## config.mk

```make
export PLATFORM = sky130hd
export DESIGN_NAME = pru_draw_engine_flat
export DESIGN_NICKNAME = d
export VERILOG_FILES = /design/src/rtl/pru_draw_engine_if.sv /design/src/rtl/pru_draw_engine.sv /design/src/flat_wrapper.sv
export SDC_FILE = /design/constraint.sdc
export NUM_CORES = 1
export LEC_CHECK = 0
export BUFFER_PORTS_ARGS = -buffer_cell sky130_fd_sc_hd__buf_4
export CAP_MARGIN = 20
export CORE_AREA = 2 2 219 221
export CTS_CLUSTER_SIZE = 25
export DETAILED_ROUTE_END_ITERATION = 10
export DIE_AREA = 0 0 221 223
export GPL_TIMING_DRIVEN = 0
export MAX_ROUTING_LAYER = met4
export PLACE_DENSITY = 0.64
export SYNTH_ARGS = -nofsm -noshare
export SYNTH_HDL_FRONTEND = slang
export SYNTH_SLANG_ARGS = --single-unit
export TNS_END_PERCENT = 100
```

## constraint.sdc

```tcl
create_clock -name clk -period 12.14 [get_ports clk]
set_clock_uncertainty 0.05 [all_clocks]
set_input_delay 0 -clock clk [delete_from_list [all_inputs] [get_ports clk]]
set_output_delay 0 -clock clk [all_outputs]
set_load 0.005 [all_outputs]
```

## src/rtl/pru_draw_engine_if.sv

```systemverilog
// Command and framebuffer-write bundle for pru_draw_engine.
// master = command/framebuffer side, slave = engine side.
interface pru_draw_engine_if #(
    parameter int H_RES    = 640,
    parameter int V_RES    = 480,
    parameter int PIX_BITS = 2
);
    localparam int X_W    = $clog2(H_RES);
    localparam int Y_W    = $clog2(V_RES);
    localparam int ADDR_W = $clog2(H_RES * V_RES);

    logic                cmd_valid;
    logic                cmd_ready;
    logic [1:0]          cmd_op;
    logic [X_W-1:0]      cmd_x;
    logic [Y_W-1:0]      cmd_y;
    logic [X_W-1:0]      cmd_w;
    logic [Y_W-1:0]      cmd_h;
    logic [PIX_BITS-1:0] cmd_color;
    logic                abort;
    logic                fb_we;
    logic                fb_ready;
    logic [ADDR_W-1:0]   fb_addr;
    logic [PIX_BITS-1:0] fb_data;
    logic                busy;
    logic                done;

    modport master (
        output cmd_valid, cmd_op, cmd_x, cmd_y, cmd_w, cmd_h, cmd_color, abort, fb_ready,
        input  cmd_ready, fb_we, fb_addr, fb_data, busy, done
    );

    modport slave (
        input  cmd_valid, cmd_op, cmd_x, cmd_y, cmd_w, cmd_h, cmd_color, abort, fb_ready,
        output cmd_ready, fb_we, fb_addr, fb_data, busy, done
    );
endinterface

```

## src/rtl/pru_draw_engine.sv

```systemverilog
// Rasterises RECT / filled CIRCLE / CLEAR (CLEAR only with PRU_CLEAR_EN) into a framebuffer write port, clipped.
// Latency: accept at edge k, first registered fb_we after edge k+1; one scan position per clock.
// Backpressure: fb_we with !fb_ready holds addr/data and stalls the scan; cmd_ready only in IDLE.
module pru_draw_engine #(
    parameter int H_RES    = 640,
    parameter int V_RES    = 480,
    parameter int PIX_BITS = 2
) (
    input logic              clk,
    input logic              rst_n,
    pru_draw_engine_if.slave bus
);
    localparam int X_W    = $clog2(H_RES);
    localparam int Y_W    = $clog2(V_RES);
    localparam int ADDR_W = $clog2(H_RES * V_RES);
    localparam int CW     = ((X_W > Y_W) ? X_W : Y_W) + 2;
    localparam int SW     = 2 * CW;

    localparam logic signed [CW-1:0] H_LIM = CW'(H_RES);
    localparam logic signed [CW-1:0] V_LIM = CW'(V_RES);

    typedef enum logic [2:0] {
        S_IDLE,
        S_RECT,
        S_CIRC,
`ifdef PRU_CLEAR_EN
        S_CLEAR,
`endif
        S_DONE
    } state_t;

    state_t state, state_nxt;

    logic signed [CW-1:0] cur_x, cur_y, x_lo, x_hi, y_hi, cx, cy;
    logic signed [SW-1:0] r2;
    logic                 scan_end;
    logic [PIX_BITS-1:0]  color;

    logic signed [CW-1:0] c_x, c_y, c_w, c_h;
    logic signed [CW-1:0] ini_x, ini_y, ini_xhi, ini_yhi;
    logic signed [SW-1:0] rr;
    logic signed [CW-1:0] dx, dy;
    logic signed [SW-1:0] dx_w, dy_w, sq_sum;
    logic                 accept, scanning, adv, in_screen, hit, last_x, last_y;
    logic [ADDR_W-1:0]    pix_addr;

    assign c_x = {{(CW-X_W){1'b0}}, bus.cmd_x};
    assign c_y = {{(CW-Y_W){1'b0}}, bus.cmd_y};
    assign c_w = {{(CW-X_W){1'b0}}, bus.cmd_w};
    assign c_h = {{(CW-Y_W){1'b0}}, bus.cmd_h};
    assign rr  = {{(SW-Y_W){1'b0}}, bus.cmd_h};

    assign accept = bus.cmd_valid && (state == S_IDLE) && !bus.abort;
    assign adv    = !bus.fb_we || bus.fb_ready;

    always_comb begin
        scanning = (state == S_RECT) || (state == S_CIRC);
`ifdef PRU_CLEAR_EN
        scanning = scanning || (state == S_CLEAR);
`endif
    end

    // Scan window start and inclusive end, widened so sums never wrap.
    always_comb begin
        ini_x   = c_x;
        ini_y   = c_y;
        ini_xhi = c_x + c_w - CW'(1);
        ini_yhi = c_y + c_h - CW'(1);
        case (bus.cmd_op)
            2'b01: begin
                ini_x   = c_x - c_h;
                ini_y   = c_y - c_h;
                ini_xhi = c_x + c_h;
                ini_yhi = c_y + c_h;
            end
`ifdef PRU_CLEAR_EN
            2'b10: begin
                ini_x   = '0;
                ini_y   = '0;
                ini_xhi = CW'(H_RES - 1);
                ini_yhi = CW'(V_RES - 1);
            end
`endif
            default: ;
        endcase
    end

    assign dx     = cur_x - cx;
    assign dy     = cur_y - cy;
    assign dx_w   = {{(SW-CW){dx[CW-1]}}, dx};
    assign dy_w   = {{(SW-CW){dy[CW-1]}}, dy};
    assign sq_sum = dx_w * dx_w + dy_w * dy_w;

    assign in_screen = !cur_x[CW-1] && (cur_x < H_LIM) && !cur_y[CW-1] && (cur_y < V_LIM);
    assign hit       = in_screen && ((state != S_CIRC) || (sq_sum <= r2));
    assign last_x    = (cur_x == x_hi);
    assign last_y    = (cur_y == y_hi);
    assign pix_addr  = ADDR_W'(cur_y) * ADDR_W'(H_RES) + ADDR_W'(cur_x);

    always_ff @(posedge clk or negedge rst_n) begin
        if (!rst_n) state <= S_IDLE;
        else        state <= state_nxt;
    end

    always_comb begin
        state_nxt = state;
        case (state)
            S_IDLE: begin
                if (accept) begin
                    case (bus.cmd_op)
                        2'b00:   state_nxt = (bus.cmd_w == '0 || bus.cmd_h == '0) ? S_DONE : S_RECT;
                        2'b01:   state_nxt = S_CIRC;
`ifdef PRU_CLEAR_EN
                        2'b10:   state_nxt = S_CLEAR;
`endif
                        default: state_nxt = S_DONE;
                    endcase
                end
            end
            S_DONE: state_nxt = S_IDLE;
            default: begin
                if (bus.abort)            state_nxt = S_IDLE;
                else if (adv && scan_end) state_nxt = S_DONE;
            end
        endcase
    end

    // scan_end marks that the last position has been issued; DONE waits for its write to drain.
    always_ff @(posedge clk or negedge rst_n) begin
        if (!rst_n) begin
            cur_x       <= '0;
            cur_y       <= '0;
            x_lo        <= '0;
            x_hi        <= '0;
            y_hi        <= '0;
            cx          <= '0;
            cy          <= '0;
            r2          <= '0;
            color       <= '0;
            scan_end    <= 1'b0;
            bus.fb_we   <= 1'b0;
            bus.fb_addr <= '0;
            bus.fb_data <= '0;
        end else if (accept) begin
            cur_x     <= ini_x;
            cur_y     <= ini_y;
            x_lo      <= ini_x;
            x_hi      <= ini_xhi;
            y_hi      <= ini_yhi;
            cx        <= c_x;
            cy        <= c_y;
            r2        <= rr * rr;
            color     <= bus.cmd_color;
            scan_end  <= 1'b0;
            bus.fb_we <= 1'b0;
        end else if (scanning && !bus.abort) begin
            if (adv) begin
                if (scan_end) begin
                    bus.fb_we <= 1'b0;
                end else begin
                    bus.fb_we <= hit;
                    if (hit) begin
                        bus.fb_addr <= pix_addr;
                        bus.fb_data <= color;
                    end
                    if (last_x) begin
                        cur_x <= x_lo;
                        cur_y <= cur_y + CW'(1);
                    end else begin
                        cur_x <= cur_x + CW'(1);
                    end
                    scan_end <= last_x && last_y;
                end
            end
        end else begin
            bus.fb_we <= 1'b0;
        end
    end

    assign bus.cmd_ready = (state == S_IDLE);
    assign bus.busy      = (state != S_IDLE);
    assign bus.done      = (state == S_DONE);
endmodule

```

## src/flat_wrapper.sv

```systemverilog
// flat-port wrapper written by rule: the top's interface ports become plain ports
module pru_draw_engine_flat 
#(
    parameter int H_RES    = 640,
    parameter int V_RES    = 480,
    parameter int PIX_BITS = 2
)
  (clk, rst_n, bus_cmd_valid, bus_cmd_op, bus_cmd_x, bus_cmd_y, bus_cmd_w, bus_cmd_h, bus_cmd_color, bus_abort, bus_fb_ready, bus_cmd_ready, bus_fb_we, bus_fb_addr, bus_fb_data, bus_busy, bus_done);
  pru_draw_engine_if #(.H_RES(H_RES), .V_RES(V_RES), .PIX_BITS(PIX_BITS)) bus_i ();
  input logic clk;
  input logic rst_n;
  input wire logic [$bits(bus_i.cmd_valid)-1:0] bus_cmd_valid;
  input wire logic [$bits(bus_i.cmd_op)-1:0] bus_cmd_op;
  input wire logic [$bits(bus_i.cmd_x)-1:0] bus_cmd_x;
  input wire logic [$bits(bus_i.cmd_y)-1:0] bus_cmd_y;
  input wire logic [$bits(bus_i.cmd_w)-1:0] bus_cmd_w;
  input wire logic [$bits(bus_i.cmd_h)-1:0] bus_cmd_h;
  input wire logic [$bits(bus_i.cmd_color)-1:0] bus_cmd_color;
  input wire logic [$bits(bus_i.abort)-1:0] bus_abort;
  input wire logic [$bits(bus_i.fb_ready)-1:0] bus_fb_ready;
  output wire logic [$bits(bus_i.cmd_ready)-1:0] bus_cmd_ready;
  output wire logic [$bits(bus_i.fb_we)-1:0] bus_fb_we;
  output wire logic [$bits(bus_i.fb_addr)-1:0] bus_fb_addr;
  output wire logic [$bits(bus_i.fb_data)-1:0] bus_fb_data;
  output wire logic [$bits(bus_i.busy)-1:0] bus_busy;
  output wire logic [$bits(bus_i.done)-1:0] bus_done;
  assign bus_i.cmd_valid = bus_cmd_valid;
  assign bus_i.cmd_op = bus_cmd_op;
  assign bus_i.cmd_x = bus_cmd_x;
  assign bus_i.cmd_y = bus_cmd_y;
  assign bus_i.cmd_w = bus_cmd_w;
  assign bus_i.cmd_h = bus_cmd_h;
  assign bus_i.cmd_color = bus_cmd_color;
  assign bus_i.abort = bus_abort;
  assign bus_i.fb_ready = bus_fb_ready;
  assign bus_cmd_ready = bus_i.cmd_ready;
  assign bus_fb_we = bus_i.fb_we;
  assign bus_fb_addr = bus_i.fb_addr;
  assign bus_fb_data = bus_i.fb_data;
  assign bus_busy = bus_i.busy;
  assign bus_done = bus_i.done;
  pru_draw_engine #(.H_RES(H_RES), .V_RES(V_RES), .PIX_BITS(PIX_BITS)) u_core (.clk(clk), .rst_n(rst_n), .bus(bus_i));
endmodule
```

==> results by stage, run 1 <==
Status:
- The run finished with clean final reports.

Placement:
- Prior to clock tree synthesis, the placed netlist has a worst setup slack of -0.103 ns.
- The port buffer count is 71.
- The final weighted congestion of routability-driven global placement is 0.975.
- The post-DP HPWL is 49,100 um.
- The count of placed standard cells including taps is 3,180.

Critical path:
- Counting stages on the worst path, the most repeated cell is sky130_fd_sc_hd__fa_1.
- STA puts the critical path data required time at 12.40 ns.
- STA classifies the critical path endpoint as a register.
- In this run the critical register-to-register path is captured at u_core.bus.fb_addr[3].
- In this design, the stage delay of the slowest critical-path cell is 0.59 ns.
- The count of cells along the worst register-to-register path is 43.
- The worst register-to-register path has a setup slack of 0.66 ns.
- Of all nets on the critical path, the largest fanout is 10.
- The beginning of the worst register-to-register path is u_core.cur_y[0].
- The master of the slowest instance on the critical path is sky130_fd_sc_hd__fa_1.
- The critical path contains buffers and inverters numbering 9 combined.
- The kind of cell with the highest combined delay along the critical path is adder cells.
- The kind of critical path is reg -> reg.
- The arrival time of data at the critical path endpoint is 11.73 ns.
- The launching element type of the critical path is a register.

Global route:
- The number of antenna violations at the first check in global routing came to 0.
- In the global route stage, overall resource usage came out at 25.2%.
- The total overflow reported by the global router is 0.
- The maximum number of pins on one net before global-route repair is 72.
- The first global-routing pass estimated 96,200 um of wire.
- The via count of the first global-routing pass is 18,000.

Cells and area:
- The fraction of layout instances using a drive strength above 1 is 6.25%.
- The number of antenna diodes in the final layout is 0.
- The net count of the finished layout is 3,219.
- Leaving out filler cells and counting taps, the final layout contains 3,240.
- The growth of design area from synthesis to finish is 10.5%.

STA:
- Static timing analysis puts the maximum clock frequency at 87.1 MHz.
- The worst-margin pin slew is 1.14 ns.
- The post-route clock period utilization is 94.5%.
- Headroom to the max-slew limit came out at 23.3%.
- The post-layout minimum cycle time is 11.48 ns.
- Setup violations remaining at the end of the flow were counted as 0.
- The final hold violation count is 0.
- Setup repair after global routing left no endpoint under its margin.
- The final-report max-slew violation count came to 0.
- Setup slack closes at 0.663 ns.
- The total negative setup slack is 0 ns.

Clock tree:
- The clock reaches the later pin of the worst-skew pair after 0.43 ns.
- The clock-pin slew of the registers on the worst-case setup and hold paths is 0.06 ns.
- The longest clock path from root to sink contains 2 buffers.
- The H-tree depth reported by CTS is 4.
- TritonCTS built the clock tree.
- The total CTS buffers is 17.
- The count of clock tree sinks is 122.
- The CTS root buffer is sky130_fd_sc_hd__clkbuf_16.

Drt:
- The number of iterations in the first detailed-routing pass is 5.
- After the first detailed-routing iteration, the DRC count stood at 1,156.
- The number of nets with antenna violations after detailed routing is 0.
- Wire segments on met2 add up to 27,700 um in the final route.
- After detailed routing, the total wire length is 58,400 um.
- The via density per instance is 5.34.
- The highest metal layer carrying signal wires in the routed design is met4.
- The wire length on met1 is 26,700 um.
- The remaining routing DRC violations is 0.
- The average wire per standard cell is 18.0 um.
- Detailed routing inserted a total of 17,300 vias.
- The routed design uses 2830 um of met3 wire.

Hold path:
- The path with the worst hold slack has its endpoint at u_core.x_hi[11].
- The number of cells traversed by the worst hold path is 5.
- The startpoint of the worst hold path is bus_cmd_w[9].
- The path class of the tightest hold or removal check is in -> reg.

Synth:
- In the synthesized netlist the dominant register cell turns out to be sky130_fd_sc_hd__dfrtp_1.
- Sequential cells were found to cover 14.0% of the synthesized design area.
- The Yosys step of the flow raised 0 warnings.
- The mapped netlist covers 0.0218 sq mm.
- Dividing the synthesized area by the synthesized cell count gives 8.76 sq um.
- The count of different cell masters after synthesis is 74.
- Of all flip-flops after synthesis, the portion carrying an async set or reset was 100%.
- The number of flops mapped to enable cells by yosys is 0.
- The number of synthesized register bits is 122.
- Synthesis produced a netlist whose cell count is 2,490.
- The number of nets handed over by synthesis was 3,097.

Job:
- Max-cap violations in this run came to 0.

Floorplan:
- The site row count is 80.
- The die covers 0.0493 sq mm.
- The core footprint is 0.0471 sq mm.
- 72 I/O pins were placed.
- For this configuration, the core starts out at a cell density of 46.3%.
- The floorplan step set the die height to 223 um.
- The horizontal die dimension is 221 um.
-- worst min-delay path, cell delays in order --
cell and delay, ns:
sky130_fd_sc_hd__buf_4 0.09, sky130_fd_sc_hd__ha_1 0.14, sky130_fd_sc_hd__a211oi_1 0.08, sky130_fd_sc_hd__nand4_1 0.11, sky130_fd_sc_hd__nand2_1 0.05
-- final cells by class --
class	count	area [sq um]
well taps	615	769
inverters	533	2010
clock inverters	14	185
repair buffers	104	871
plain buffers	67	268
fillers	4433	23000
clock buffers	18	429
multi-input cells	1767	16500
flip-flops and latches	122	3050
-- sequential cells by signal, summed over array words and instances (netlist names), 9 cells and up --
signal / cells
u_core.cur_x: 12
u_core.x_lo: 11
u_core.cur_y: 12
u_core.cx: 10
u_core.x_hi: 12
u_core.y_hi: 12
u_core.cy: 9
u_core.bus.fb_addr: 19
u_core.r2: 17
-- synth_stat cells, drive strengths merged, types with 22 or more instances --
cell / instances / area share, %
dfrtp: 122 / 14
xnor2: 105 / 4.2
a21o: 24 / 0.83
xor2: 53 / 2.1
nand2b: 33 / 0.95
o21ai: 116 / 2.7
nor3: 25 / 0.60
clkbuf: 56 / 0.96
fa: 323 / 30
mux2: 22 / 1.4
a21oi: 103 / 2.4
nand3: 32 / 0.73
nand2: 236 / 4.1
ha: 237 / 14
inv: 525 / 9.0
nor2: 190 / 3.3
-- layout by cell type, fill, tap and decap left out, types with 24 or more instances in the layout --
cell,instances
sky130_fd_sc_hd__xnor2_1,104
sky130_fd_sc_hd__nand3_1,32
sky130_fd_sc_hd__buf_4,76
sky130_fd_sc_hd__nor2_1,190
sky130_fd_sc_hd__dlygate4sd3_1,25
sky130_fd_sc_hd__clkbuf_1,56
sky130_fd_sc_hd__nand2_1,236
sky130_fd_sc_hd__fa_1,323
sky130_fd_sc_hd__a21oi_1,103
sky130_fd_sc_hd__o21ai_0,113
sky130_fd_sc_hd__inv_1,523
sky130_fd_sc_hd__nor3_1,24
sky130_fd_sc_hd__ha_1,237
sky130_fd_sc_hd__xor2_1,51
sky130_fd_sc_hd__dfrtp_1,122
sky130_fd_sc_hd__nand2b_1,33
sky130_fd_sc_hd__a21o_1,24
-- per-stage QoR --
| step | util (%) | hold WS, ns | area [sq um] |
|---|---|---|---|
| after floorplan | - | -0.346 | 21800 |
| after global placement | 49.0 | 0.141 | 23100 |
| after detailed placement | 49.1 | -0.0608 | 23200 |
| after CTS | 51.0 | 0.00470 | 24000 |
| after global routing | 51.1 | 0.0528 | 24100 |
| final | 51.1 | 0.0169 | 24100 |
-- routing by layer --
layer / GRT usage [%] / vias to the layer above
met5: - / -
met4: 6.30 / 0
met3: 2.08 / 96
met2: 40.8 / 485
met1: 34.5 / 8600
li1: - / 8127
-- how the worst max path moves through the flow --
stage	startpoint	end	slack [ns]	depth (start not counted)
after floorplan	u_core.cur_y[0]	u_core.bus.fb_addr[10]	2.08	42
after global placement	u_core.cur_y[0]	u_core.bus.fb_addr[16]	-0.06	45
after detailed placement	u_core.cur_y[0]	u_core.bus.fb_addr[14]	-0.10	45
after CTS	u_core.cur_y[0]	u_core.bus.fb_data[0]	0.21	45
after global routing	u_core.cur_y[0]	u_core.bus.fb_data[0]	0.002	43
final	u_core.cur_y[0]	u_core.bus.fb_addr[3]	0.66	43
-- repair_timing --
| action | in CTS | in global routing |
|---|---|---|
| hold buffers | 25 | 0 |
| setup endpoints to repair | 19 | 22 |
| hold endpoints to repair | 162 | 0 |
| setup buffers | 0 | 3 |
| gates resized for setup | 1 | 7 |
| pin swaps | 0 | 1 |
-- kinds of logic (layout without fill, tap and decap cells) --
family / count (synthesis) / in the layout / share of synthesized area (%)
buf+inv: 601 / 736 / 10.4
compound gates: 376 / 376 / 10.8
flops: 122 / 122 / 14.0
fa+ha+maj: 560 / 560 / 43.2
xor+xnor: 158 / 158 / 6.34
simple gates: 644 / 644 / 13.5
mux: 29 / 29 / 1.77
Power of run 1 is left out: the tool's default activity adds up to more than one toggle a clock period on the data nets, which glitch-free logic cannot reach.
==> run 2: changes to the inputs <==
--- a/config.mk
+++ b/config.mk
@@ -6,14 +6,13 @@
 export NUM_CORES = 1
 export LEC_CHECK = 0
 export BUFFER_PORTS_ARGS = -buffer_cell sky130_fd_sc_hd__buf_4
-export CAP_MARGIN = 20
 export CORE_AREA = 2 2 219 221
 export CTS_CLUSTER_SIZE = 25
 export DETAILED_ROUTE_END_ITERATION = 10
 export DIE_AREA = 0 0 221 223
 export GPL_TIMING_DRIVEN = 0
 export MAX_ROUTING_LAYER = met4
-export PLACE_DENSITY = 0.64
+export PLACE_DENSITY = 0.66
 export SYNTH_ARGS = -nofsm -noshare
 export SYNTH_HDL_FRONTEND = slang
 export SYNTH_SLANG_ARGS = --single-unit
==> constraint.sdc (replaced) <==
create_clock -name clk -period 10 [get_ports clk]
set_clock_uncertainty 0.05 [all_clocks]
set_input_delay 0 -clock clk [delete_from_list [all_inputs] [get_ports clk]]
set_output_delay 0 -clock clk [all_outputs]
set_load 0.005 [all_outputs]
==> run 2 against run 1 <==
Net effect:
- the run now ends with setup timing left
- largest cell class unchanged
- via count is 2.8% higher
- critical path depth is 2 higher
- maximum frequency is 13% higher
==> results by stage, run 2 (same netlist as run 1, synthesis figures left out) <==
STA:
- The worst-margin pin slew is 1.14 ns.
- In this run the tightest slew margin relative to its limit is 23.8%.
- Summed over all failing endpoints, the final setup total negative slack is -3.14 ns.
- The worst hold slack after final layout is 0.00218 ns.
- The post-layout worst setup margin is -0.167 ns.
- The total of endpoints with negative setup slack in the final report is 21.
- The final-report max-slew violation count is 0.
- The fmax is 98.4 MHz.
- The post-route clock period utilization is 102%.
- The final hold violation count is 0.
- The post-layout minimum cycle time is 10.17 ns.
- Setup repair after global routing could not meet its margin everywhere.

Floorplan:
- Once the floorplan was initialized, standard cells occupied 46.3% of the core.
- The horizontal die dimension is 221 um.
- The area of the die is 0.0493 sq mm.
- The site row count is 80.
- In this run the count of I/O pins placed on the die edge is 72.
- In this run the vertical extent of the chip is 223 um.
- The core region is 0.0471 sq mm.

Clock tree:
- Counting every sink on the clock net gives 122.
- The maximum clock insertion buffer count is 2.
- The total CTS buffers is 17.
- The H-tree depth reported by CTS is 4.
- TritonCTS built the clock tree.
- The clock-pin slew of the registers on the worst-case setup and hold paths is 0.06 ns.
- The insertion delay of the later-clocked pin in the worst-skew pair is 0.43 ns.
- Clock tree synthesis selected as its root buffer the cell sky130_fd_sc_hd__clkbuf_16.

Global route:
- The global routing's busiest layer is met2.
- Global routing consumed, on the met2 layer, 42.2% of the routing resources.
- Entering global routing, the biggest net connects 77 pins.
- The via count of the first global-routing pass is 18,600.
- The total overflow reported by the global router is 0.
- The number of antenna violations at the first check in global routing is 0.
- The global routing usage summed across all routing layers is 26.1%.
- The met3 global-route usage is 3.41%.
- The met1 usage in global routing is 34.3%.
- The first-pass GRT wire length is 99,600 um.

Drt:
- The number of vias after detailed routing is 17,800.
- The detailed router's first-iteration violation count is 1,090.
- After detailed routing, the number of vias per cell comes to 5.40.
- The number of iterations in the first detailed-routing pass is 7.
- The average wire per standard cell is 18.4 um.
- In the routed design, unresolved DRC markers number 0.
- After detailed routing, the total wire length is 60,600 um.
- Once detail routing completed, the nets flagged for antenna violations numbered 0.

Critical path:
- In this run the register-to-register setup slack is -0.17 ns.
- The master of the slowest instance on the critical path is sky130_fd_sc_hd__fa_1.
- The worst setup path is captured at a register.
- For the worst flop-to-flop path, the logic depth is 45.
- The launching element type of the critical path is a register.
- On the worst path, the slowest cell contributes a delay of 0.56 ns.
- The end of the worst register-to-register path is u_core.bus.fb_addr[2].
- The arrival time of data at the critical path endpoint is 10.42 ns.
- In this run the worst path has a maximum fanout of 5.
- The required time at the endpoint of the critical path is 10.25 ns.
- The most frequent cell on the critical path is sky130_fd_sc_hd__fa_1.
- The kind of critical path is reg -> reg.
- The beginning of the worst register-to-register path is u_core.cur_y[0].

Cells and area:
- The core occupancy in the finished layout is 53.3%.
- The commonest non-fill, non-tap cell in the layout is sky130_fd_sc_hd__inv_1.
- The number of fill cells is 4,283.
- The final cell area excluding filler cells is 0.0252 sq mm.
- Ranked by flip-flop count, first place goes to u_core.bus.fb_addr.
- Compared with the post-synthesis result, the final layout area differs by 15.3%.
- The net count of the finished layout is 3,274.
- In the final layout, the registers with the most flip-flops are u_core.bus.fb_addr (19), u_core.r2 (17).
- Leaving out fill and tap cells, the most frequent cells in the layout are 508 x sky130_fd_sc_hd__inv_1, 308 x sky130_fd_sc_hd__fa_1, 231 x sky130_fd_sc_hd__nand2_1.
- The number of antenna diodes in the final layout is 0.
- The fraction of layout instances using a drive strength above 1 is 12.4%.
- The register with the most flip-flops in the layout has 19 of them.

Hold path:
- The path with the worst hold slack has its endpoint at u_core.cur_y[8].
- The path class of the lowest-slack min-delay path is in -> reg.
- The startpoint of the worst hold path is bus_cmd_op[1].
- Along the worst hold path, the cell count comes to 4.

Job:
- The number of max-capacitance violations reported is 0.

Status:
- The final reports fail on setup timing.
- The run finished, with violations left.

Placement:
- The placement-stage cell area is 0.0232 sq mm.
- The count of buffers added on input and output ports is 71.
- After legalization and detailed placement, the total HPWL measured 49,500 um.
- The final weighted congestion of routability-driven global placement is 0.978.
run 2: changes by cell type in the layout (fill, tap and decap cells not counted), moves of 6 or more:
cell and change:
sky130_fd_sc_hd__buf_4 +48, sky130_fd_sc_hd__o21ai_0 -11, sky130_fd_sc_hd__ha_2 +6, sky130_fd_sc_hd__fa_1 -15, sky130_fd_sc_hd__clkbuf_1 -9, sky130_fd_sc_hd__ha_1 -16, sky130_fd_sc_hd__inv_1 -15, sky130_fd_sc_hd__ha_4 +10
sky130_fd_sc_hd__inv_2 +13, sky130_fd_sc_hd__fa_2 +15, sky130_fd_sc_hd__a21oi_1 -9, sky130_fd_sc_hd__a21oi_2 +9, sky130_fd_sc_hd__nor2_1 -7
run 2: stage by stage:
step | std cells | setup WS (ns)
after global placement | 3176 | -1.76
after floorplan | 2490 | 0.0655
after CTS | 3283 | -0.122
final | 3295 | -0.167
after global routing | 3295 | -0.492
after detailed placement | 3177 | -2.00
run 2: per-layer routing:
metal	vias to the layer above	part of all wire (%)
li1	8251	-
met4	0	3.4
met1	8826	43
met2	588	47
met5	-	0
met3	122	6.0
run 2: timing repair:
action	4_1_cts	5_1_grt
gates cloned	2	0
hold buffers	26	0
gates resized for setup	130	56
setup endpoints to repair	22	22
buffers inserted	48	12
hold endpoints to repair	160	0
pin swaps	63	55
run 2: final cells by class:
| class | instances | area [sq um] | area share, % |
|---|---|---|---|
| clock inverter | 15 | 126 | 0.502 |
| inverter | 533 | 2020 | 8.04 |
| tap | 615 | 769 | 3.06 |
| multi-input combinational | 1767 | 17100 | 67.8 |
| timing repair buffer | 160 | 1360 | 5.41 |
| buffer | 66 | 324 | 1.29 |
| sequential | 122 | 3060 | 12.2 |
| clock buffer | 17 | 425 | 1.69 |
run 2: worst max-delay path by stage:
stage,cells after the start,endpoint,start,slack [ns]
final,45,u_core.bus.fb_addr[2],u_core.cur_y[0],-0.17
after global routing,47,u_core.bus.fb_data[0],u_core.cur_y[0],-0.49
after CTS,46,u_core.bus.fb_addr[2],u_core.cur_y[0],-0.12
after detailed placement,42,u_core.bus.fb_addr[4],u_core.cur_y[0],-2.00
after global placement,45,u_core.bus.fb_addr[16],u_core.cur_y[0],-1.76
after floorplan,42,u_core.bus.fb_addr[10],u_core.cur_y[0],0.07
run 2: worst max-delay path: cells and delay by family (launching register included):
kind,cells,cell delay (ns)
muxes,1,0.29
and+or+nand+nor,4,1.17
buffers and inverters,11,1.08
xor gates and xnor gates,2,0.44
AOI/OAI and AO/OA,16,2.36
DFF,1,0.40
adders and majority gates,11,4.28
Power of run 2 is left out for the same reason.
==> run 3: changes to the inputs <==
--- a/config.mk
+++ b/config.mk
@@ -10,7 +10,6 @@
 export CTS_CLUSTER_SIZE = 25
 export DETAILED_ROUTE_END_ITERATION = 10
 export DIE_AREA = 0 0 221 223
-export GPL_TIMING_DRIVEN = 0
 export MAX_ROUTING_LAYER = met4
 export PLACE_DENSITY = 0.66
 export SYNTH_ARGS = -nofsm -noshare
==> run 3 against run 2 <==
Net effect:
- global-route usage down 1.0 points
- critical endpoint is now u_core.bus.fb_addr[11]
- the flow now finishes without violations
- utilization up 0.65 points
- die area unchanged
- clock-buffer cell count up 1
- via count down 1.6%
==> results by stage, run 3 (same netlist as run 1, synthesis figures left out) <==
Global route:
- The global routing usage summed across all routing layers is 25.1%.
- The via count of the first global-routing pass is 18,300.
- The first-pass GRT wire length is 96,500 um.
- The total overflow reported by the global router is 0.
- Entering global routing, the biggest net connects 83 pins.
- The number of antenna violations at the first check in global routing is 0.

Critical path:
- The critical path runs through a total of 43 cells.
- In this run the register-to-register setup slack is 0.07 ns.
- The master of the slowest instance on the critical path is sky130_fd_sc_hd__fa_1.
- In this run the worst path has a maximum fanout of 5.
- The maximum single-stage delay on the critical path is 0.57 ns.
- The end of the worst register-to-register path is u_core.bus.fb_addr[11].
- The kind of critical path is reg -> reg.
- The most frequent cell on the critical path is sky130_fd_sc_hd__fa_1.
- The required time at the endpoint of the critical path is 10.26 ns.
- The buffer and inverter count on the worst path is 13.
- In this run the critical register-to-register path is launched from u_core.cur_y[0].
- Among cell families on the critical path, the largest total delay comes from adder cells.
- For the worst setup path, the data arrival time is 10.19 ns.
- For the worst flop-to-flop path, the logic depth is 43.
- The worst setup path is launched from a register.
- The type of element capturing the critical path is a register.

STA:
- The post-layout minimum cycle time is 9.93 ns.
- Timing would allow up to 101 MHz.
- Setup repair after global routing could not meet its margin everywhere.
- The worst path uses 99.3% of the clock period.
- The final hold violation count is 0.
- In this run the tightest slew margin relative to its limit is 40.2%.
- At the pin with the least slew margin, the transition time is 0.897 ns.
- Setup violations remaining at the end of the flow were counted as 0.
- The final-report max-slew violation count is 0.

Cells and area:
- The area occupied by multi-input gates is 0.0168 sq mm.
- Cells with a size suffix above 1 make up 14.1% of the layout.
- The combined flip-flop and latch cell area is 0.00305 sq mm.
- The repair_antennas step left the layout with diodes totalling 0.
- Counting the fill cells in the layout gives 4,251.
- From synthesis to final layout, the design area changed by 16.7%.
- The register containing the most flip-flops in the final layout is u_core.bus.fb_addr.
- The flip-flop count of the largest register, all copies and words added is 19.
- The largest registers in the layout are u_core.bus.fb_addr (19), u_core.r2 (17).
- The commonest non-fill, non-tap cell in the layout is sky130_fd_sc_hd__inv_1.
- The final cell area excluding filler cells is 0.0255 sq mm.
- In the layout the commonest cells are 511 x sky130_fd_sc_hd__inv_1, 315 x sky130_fd_sc_hd__fa_1, 230 x sky130_fd_sc_hd__nand2_1.
- The net count of the finished layout is 3,303.

Placement:
- The port buffer count is 71.
- Summing all placed instances gives a cell area of 0.0238 sq mm.
- The final weighted congestion of routability-driven global placement is 0.950.
- Detailed placement ended at an HPWL of 47,700 um.

Drt:
- The wire length reported by the detailed router is 58,300 um.
- The average wire per standard cell is 17.5 um.
- Across all layers, the routed design uses 17,500 vias.
- The via density per instance is 5.27.
- After the first detailed-routing iteration, the DRC count stood at 1,108.
- For this run, the detailed router's first-pass iteration total came to 5.
- The detail route stage leaves a number of antenna-violating nets equal to 0.
- After detailed routing, the number of remaining DRC violations is 0.

Floorplan:
- The starting utilization of the core area is 46.3%.
- The site row count is 80.
- The die extent in y is 223 um.
- The number of top-level pins is 72.
- The horizontal die dimension is 221 um.
- The total area inside the core boundary comes to 0.0471 sq mm.
- The die covers 0.0493 sq mm.

Job:
- The number of max-capacitance violations reported is 0.

Clock tree:
- CTS built an H-tree with a depth of 4.
- For the worst-skew pair, the clock arrives at the later sink with an insertion delay of 0.43 ns.
- TritonCTS built the clock tree.
- Clock tree synthesis found a total of 122 sinks.
- No sink is reached through more buffers than the 2 on the longest clock path.
- The CTS root buffer is sky130_fd_sc_hd__clkbuf_16.
- The total CTS buffers is 17.
- Clock-pin slew was measured on the worst setup and hold paths at 0.06 ns.

Hold path:
- The min-delay analysis places its worst path in the category in -> async.

Status:
- The run finished with clean final reports.
[run 3: cell count changes in the layout (fill, tap and decap cells not counted), sizes merged]
cell / before / now
bufinv: 0 / 7
clkinv: 12 / 10
inv: 535 / 528
dlygate4sd3: 26 / 29
clkinvlp: 1 / 2
clkbuf: 71 / 19
buf: 146 / 225
[run 3: area by class of cell]
| class | count | area share (%) |
|---|---|---|
| inverters | 533 | 7.87 |
| flip-flops and latches | 122 | 12.0 |
| repair buffers | 255 | 8.17 |
| clock inverters | 14 | 1.06 |
| clock buffers | 18 | 1.72 |
| well taps | 615 | 3.02 |
| multi-input cells | 1767 | 66.2 |
[run 3: repair_timing]
action	in CTS	in global routing
cloned	2	1
buffers inserted	20	17
resized for setup	41	74
pin swaps	16	44
hold buffers	29	0
setup endpoints to repair	22	22
endpoints found under the hold margin	108	0
[run 3: layer usage]
metal | part of all wire [%] | global-route usage [%]
met3 | 5.3 | 2.46
met2 | 47 | 40.2
met5 | 0 | -
met1 | 45 | 33.9
met4 | 2.9 | 7.64
[run 3: how the worst max path moves through the flow]
stage | start | to
6_report | u_core.cur_y[0] | u_core.bus.fb_addr[11]
5_1_grt | u_core.cur_y[0] | u_core.bus.fb_addr[11]
4_1_cts | u_core.cy[1] | u_core.bus.fb_addr[7]
3_5_place_dp | u_core.cur_y[0] | u_core.bus.fb_addr[10]
3_3_place_gp | u_core.cur_y[0] | u_core.bus.fb_addr[0]
2_1_floorplan | u_core.cur_y[0] | u_core.bus.fb_addr[10]
[run 3: per-stage QoR]
| step | util, % | hold WS, ns | setup WS (ns) | cells | TNS, ns |
|---|---|---|---|---|---|
| 3_3_place_gp | 50.4 | 0.0297 | -0.132 | 3225 | -2.50 |
| 6_report | 54.0 | 0.119 | 0.0726 | 3324 | 0 |
| 4_1_cts | 53.2 | 0.101 | 0.00121 | 3308 | 0 |
| 2_1_floorplan | - | -0.346 | 0.0655 | 2490 | 0 |
| 3_5_place_dp | 50.4 | 0.0422 | -0.304 | 3225 | -5.98 |
| 5_1_grt | 54.0 | 0.127 | -0.235 | 3324 | -4.01 |
Power of run 3 is left out for the same reason.
